## src/rtl/fir_mac_ctrl.sv

```systemverilog
// FIR MAC control sequencer: accepts one sample at a time, walks tap/coef addresses
// and issues the latency-aligned accumulator command stream.
package fir_filter_pkg;
  localparam logic [1:0] MAC_NOP  = 2'd0;
  localparam logic [1:0] MAC_LOAD = 2'd1;
  localparam logic [1:0] MAC_ACC  = 2'd2;
  localparam logic [1:0] MAC_CLR  = 2'd3;
endpackage

// state | meaning
// IDLE  | ready for a sample
// SHIFT | delay-line shift cycle
// RUN   | one tap per cycle, index 0..TAPS-1
// DRAIN | wait MUL_LAT cycles for the last product to land
// DONE  | accumulator holds the final sum
module fir_mac_ctrl
  import fir_filter_pkg::*;
#(
  parameter int TAPS     = 8,
  parameter int MUL_LAT  = 1,
  parameter int ADDRBITS = (TAPS > 1) ? $clog2(TAPS) : 1
) (
  input  logic                clk,
  input  logic                rst_n,
  input  logic                in_valid_in,
  output logic                in_ready_out,
  input  logic                clr_in,
  output logic                shift_out,
  output logic [ADDRBITS-1:0] tap_addr_out,
  output logic [ADDRBITS-1:0] coef_addr_out,
  output logic [1:0]          mac_ctrl_out,
  output logic                out_valid_out
);

  typedef enum logic [2:0] {IDLE, SHIFT, RUN, DRAIN, DONE} state_e;

  localparam logic [ADDRBITS-1:0] LAST_IDX   = ADDRBITS'(TAPS - 1);
  localparam logic [2:0]          DRAIN_INIT = 3'((MUL_LAT > 0) ? MUL_LAT - 1 : 0);

  state_e              state, state_nxt;
  logic [ADDRBITS-1:0] idx, idx_nxt;
  logic [2:0]          drain_cnt, drain_nxt;
  logic                clr_q;
  logic [1:0]          tag;
  logic [1:0]          pipe_out;

  always_ff @(posedge clk or negedge rst_n) begin
    if (!rst_n) begin
      state     <= IDLE;
      idx       <= '0;
      drain_cnt <= '0;
      clr_q     <= 1'b0;
    end else begin
      state     <= state_nxt;
      idx       <= idx_nxt;
      drain_cnt <= drain_nxt;
      clr_q     <= clr_in;
    end
  end

  always_comb begin
    state_nxt = state;
    idx_nxt   = '0;
    drain_nxt = drain_cnt;
    case (state)
      IDLE: begin
        if (in_valid_in) state_nxt = SHIFT;
      end
      SHIFT: begin
        state_nxt = RUN;
      end
      RUN: begin
        if (idx == LAST_IDX) begin
          state_nxt = (MUL_LAT > 0) ? DRAIN : DONE;
          drain_nxt = DRAIN_INIT;
        end else begin
          idx_nxt = idx + ADDRBITS'(1);
        end
      end
      DRAIN: begin
        if (drain_cnt == 3'd0) state_nxt = DONE;
        else                   drain_nxt = drain_cnt - 3'd1;
      end
      DONE: begin
        state_nxt = IDLE;
      end
      default: begin
        state_nxt = IDLE;
      end
    endcase
    // Abort wins over everything, including a same-cycle handshake.
    if (clr_in) begin
      state_nxt = IDLE;
      idx_nxt   = '0;
    end
  end

  always_comb begin
    in_ready_out  = (state == IDLE);
    shift_out     = (state == SHIFT) && !clr_in;
    out_valid_out = (state == DONE) && !clr_in;
    tap_addr_out  = (state == RUN) ? idx : '0;
    coef_addr_out = (state == RUN) ? idx : '0;
    tag           = MAC_NOP;
    if (state == RUN) tag = (idx == '0) ? MAC_LOAD : MAC_ACC;
  end

  // Tag pipeline matches the multiplier latency so LOAD meets the first product.
  generate
    if (MUL_LAT == 0) begin : g_nolat
      assign pipe_out = tag;
    end else begin : g_lat
      logic [1:0] pipe [MUL_LAT];
      always_ff @(posedge clk or negedge rst_n) begin
        if (!rst_n) begin
          for (int i = 0; i < MUL_LAT; i++) pipe[i] <= MAC_NOP;
        end else if (clr_in) begin
          for (int i = 0; i < MUL_LAT; i++) pipe[i] <= MAC_NOP;
        end else begin
          pipe[0] <= tag;
          for (int i = 1; i < MUL_LAT; i++) pipe[i] <= pipe[i-1];
        end
      end
      assign pipe_out = pipe[MUL_LAT-1];
    end
  endgenerate

  assign mac_ctrl_out = clr_q ? MAC_CLR : pipe_out;

endmodule

```

## config.mk

```make
export PLATFORM = sky130hd
export DESIGN_NAME = fir_mac_ctrl
export DESIGN_NICKNAME = d
export VERILOG_FILES = /design/src/rtl/fir_mac_ctrl.sv
export SDC_FILE = /design/constraint.sdc
export NUM_CORES = 1
export LEC_CHECK = 0
export ABC_AREA = 1
export BUFFER_PORTS_ARGS = -buffer_cell sky130_fd_sc_hd__buf_2
export CORE_MARGIN = 2
export CORE_UTILIZATION = 34
export DETAILED_ROUTE_END_ITERATION = 10
export SYNTH_ARGS = -nofsm -noshare
export SYNTH_HDL_FRONTEND = slang
export SYNTH_SLANG_ARGS = --single-unit
```

## constraint.sdc

```tcl
create_clock -name clk -period 2.6 [get_ports clk]
set_input_delay 0.13 -clock clk [delete_from_list [all_inputs] [get_ports clk]]
set_output_delay 0.13 -clock clk [all_outputs]
set_load 0.03 [all_outputs]
```

==> impl_metrics.env <==
export IMPL_hpwl_um=920
export IMPL_critical_path_class="reg2out"
export IMPL_cts_buffers=3
export IMPL_powerDensity_nw_per_um2=697
export IMPL_crit_arrival_ns=1.44
export IMPL_fmax_ghz=0.636
export IMPL_track_usage_pct=12.1
export IMPL_setup_viol=0
export IMPL_insertion_delay_ns=0.27
export IMPL_die_height_um=49.1
export IMPL_syn_nets=94
export IMPL_antennaDiodeCount=0
export IMPL_tns_ns=0
export IMPL_nNetsFinal=110
export IMPL_ys_seq_area_share_pct=43.5
export IMPL_avgSynthCellArea_um2=8.13
export IMPL_synth_fa_ha_area_share_pct=9.06
export IMPL_dr_pass1_iters=2
export IMPL_ys_warn_count=0
export IMPL_worst_pin_slew_ns=0.304
export IMPL_htree_levels=1
export IMPL_yosysTopAreaCell="dfrtp_1"
export IMPL_die_area_um2=2410
export IMPL_slew_viol_final=0
export IMPL_post_route_period_util_pct=60.4
export IMPL_path_clk_slew_ns=0.08
export IMPL_slew_headroom_pct=79.7
export IMPL_yosys_register_bits=12
export IMPL_grt_pass1_wl_mm=2.21
export IMPL_synth_area_um2=691
export IMPL_synth_cell_types=18
export IMPL_status="complete, no violations"
export IMPL_crit_slowest_cell="dfrtp_1"
export IMPL_setup_slack_ns=1.03
export IMPL_fp_dieW_um=49.1
export IMPL_p_leak_nw=0.452
export IMPL_drtAntennaViolNets=0
export IMPL_synth_compound_area_share_pct=1.81
export IMPL_endpoint_kind="primary output"
export IMPL_path_cells="nor2_2 -> nand2_2 -> nor2_1 -> buf_2"
export IMPL_drt_total_wl_mm=1.16
export IMPL_synth_top_area_share_pct=43.5
export IMPL_synth_area_leaders="dfrtp_1 43%, ha_1 9.1%, inv_1 8.2%"
export IMPL_synth_xor_area_share_pct=0
export IMPL_critPathLaunchType="register"
export IMPL_ioPinCount=15
export IMPL_grt_start_max_net_pins=13
export IMPL_post_cts_buffers=0
export IMPL_ir_drop_v=0.000415
export IMPL_vias=550
export IMPL_drc=0
export IMPL_gp_congestion=0.786
export IMPL_wl_per_cell_um=9.15
export IMPL_fin_crit_ns=1.57
export IMPL_grt_overflow=0
export IMPL_io_buffers=14
export IMPL_grt_pass1_vias=528
export IMPL_min_path_type="in2reg"
export IMPL_crit_fanout=5
export IMPL_core_um2=1940
export IMPL_post_cts_resized=0
export IMPL_cts_num_sinks=12
export IMPL_yosys_mux_area_fraction_pct=0
export IMPL_slowest_delay_ns=0.44
export IMPL_antenna_found_initial=0
export IMPL_start_util_pct=35.6
export IMPL_hold_buffers=1
export IMPL_synth_simple_area_share_pct=32.6
export IMPL_synth_top_family_by_area="simple AND/OR/NAND/NOR gates"
export IMPL_netlist_instances=85
export IMPL_drtIter0Drc=12
export IMPL_drive_gt1_share_pct=26.0
export IMPL_rsz0062_at_grt="no"
export IMPL_syn_to_final_growth_pct=16.8
export IMPL_root_buffer="clkbuf_4"
export IMPL_vias_per_cell=4.33
export IMPL_cts_tree="built"
export IMPL_pre_cts_ws_ns=1.29
export IMPL_cp_required_ns=2.47
export IMPL_cts_max_path_buffers=2
export IMPL_clock_skew_ns=0.00401
export IMPL_hold_viol_final=0
export IMPL_maxCapViolations=0
export IMPL_rows=16
[sequential cells by signal, summed over array words and instances, names as in the netlist]
register    cells
clr_q           1
drain_cnt       3
g_lat.pipe      2
idx             3
state           3
[critical path, delay by kind of cell, from the launching register on]
| family | cells | cell delay, ns |
|---|---|---|
| buffers and inverters | 1 | 0.21 |
| flip-flops | 1 | 0.44 |
| AND/OR/NAND/NOR | 3 | 0.52 |
[kinds of logic (layout without fill, tap and decap cells)]
group / after synthesis / count (layout)
fa+ha+maj: 5 / 5
flops: 12 / 12
simple gates: 47 / 47
buf+inv: 19 / 34
compound gates: 2 / 2
[where the power goes]
group | switching (W) | internal (W)
Clock | 0.0000638 | 0.0000851
Combinational | 0.000120 | 0.0000596
Sequential | 0.0000291 | 0.000205
Total | 0.000213 | 0.000350
[placed cells by master, fill, tap and decap left out, drive strengths merged]
cell type / instances
nor2: 15
buf: 14
ha: 5
nand3: 7
a21oi: 1
clkbuf: 4
inv: 15
dfrtp: 12
or2: 4
dlygate4sd3: 1
nor4: 1
o21bai: 1
nand4: 2
nand2: 18
[Yosys cell counts]
cell	number
a21oi_1	1
buf_4	3
buf_6	1
dfrtp_1	12
ha_1	5
inv_1	15
nand2_1	15
nand2_2	3
nand3_1	6
nand3_2	1
nand4_1	2
nor2_1	13
nor2_2	1
nor2_4	1
nor4_1	1
o21bai_1	1
or2_0	2
or2_2	2
[per-stage QoR]
| stage | utilization, % | instances | hold slack, ns | power (W) | area [µm²] |
|---|---|---|---|---|---|
| 6_report | 41.6 | 127 | 0.0611 | 0.000563 | 807 |
| 5_1_grt | 41.6 | 127 | 0.0508 | 0.000614 | 807 |
| 4_1_cts | 41.6 | 127 | 0.0546 | 0.000572 | 807 |
| 3_5_place_dp | 39.2 | 122 | 0.0239 | 0.000419 | 761 |
| 3_3_place_gp | 39.2 | 122 | 0.0250 | 0.000419 | 761 |
| 2_1_floorplan | - | 85 | -0.166 | 0.000386 | 691 |
[cell type report]
cell class	count	area (µm²)
tap	27	33.8
multi-input combinational	54	300
fill	210	1130
inverter	15	56.3
sequential	12	300
clock buffer	4	36.3
timing repair buffer	15	80.1
[worst paths after layout]
check                        startpoint  depth (start not counted)               to  slack [ns]
hold / removal                   clr_in                          1            clr_q        0.06
max in group asynchronous         rst_n                          2           idx[0]        2.13
hold reg to reg                  idx[0]                          1           idx[0]        0.47
min in group asynchronous         rst_n                          2           idx[1]        0.25
setup reg to reg           drain_cnt[0]                          9     drain_cnt[0]        1.28
setup / recovery               state[0]                          4  tap_addr_out[1]        1.03
[layer usage]
layer  up-vias  GRT usage (%)  wire [µm]
met5         -              0          0
met4         0           5.71          9
met3         2           3.68         36
met2         8           20.3        566
met1       251           14.0        550
li1        289              -          -
Note: power is estimated with default switching activity, not from simulation.
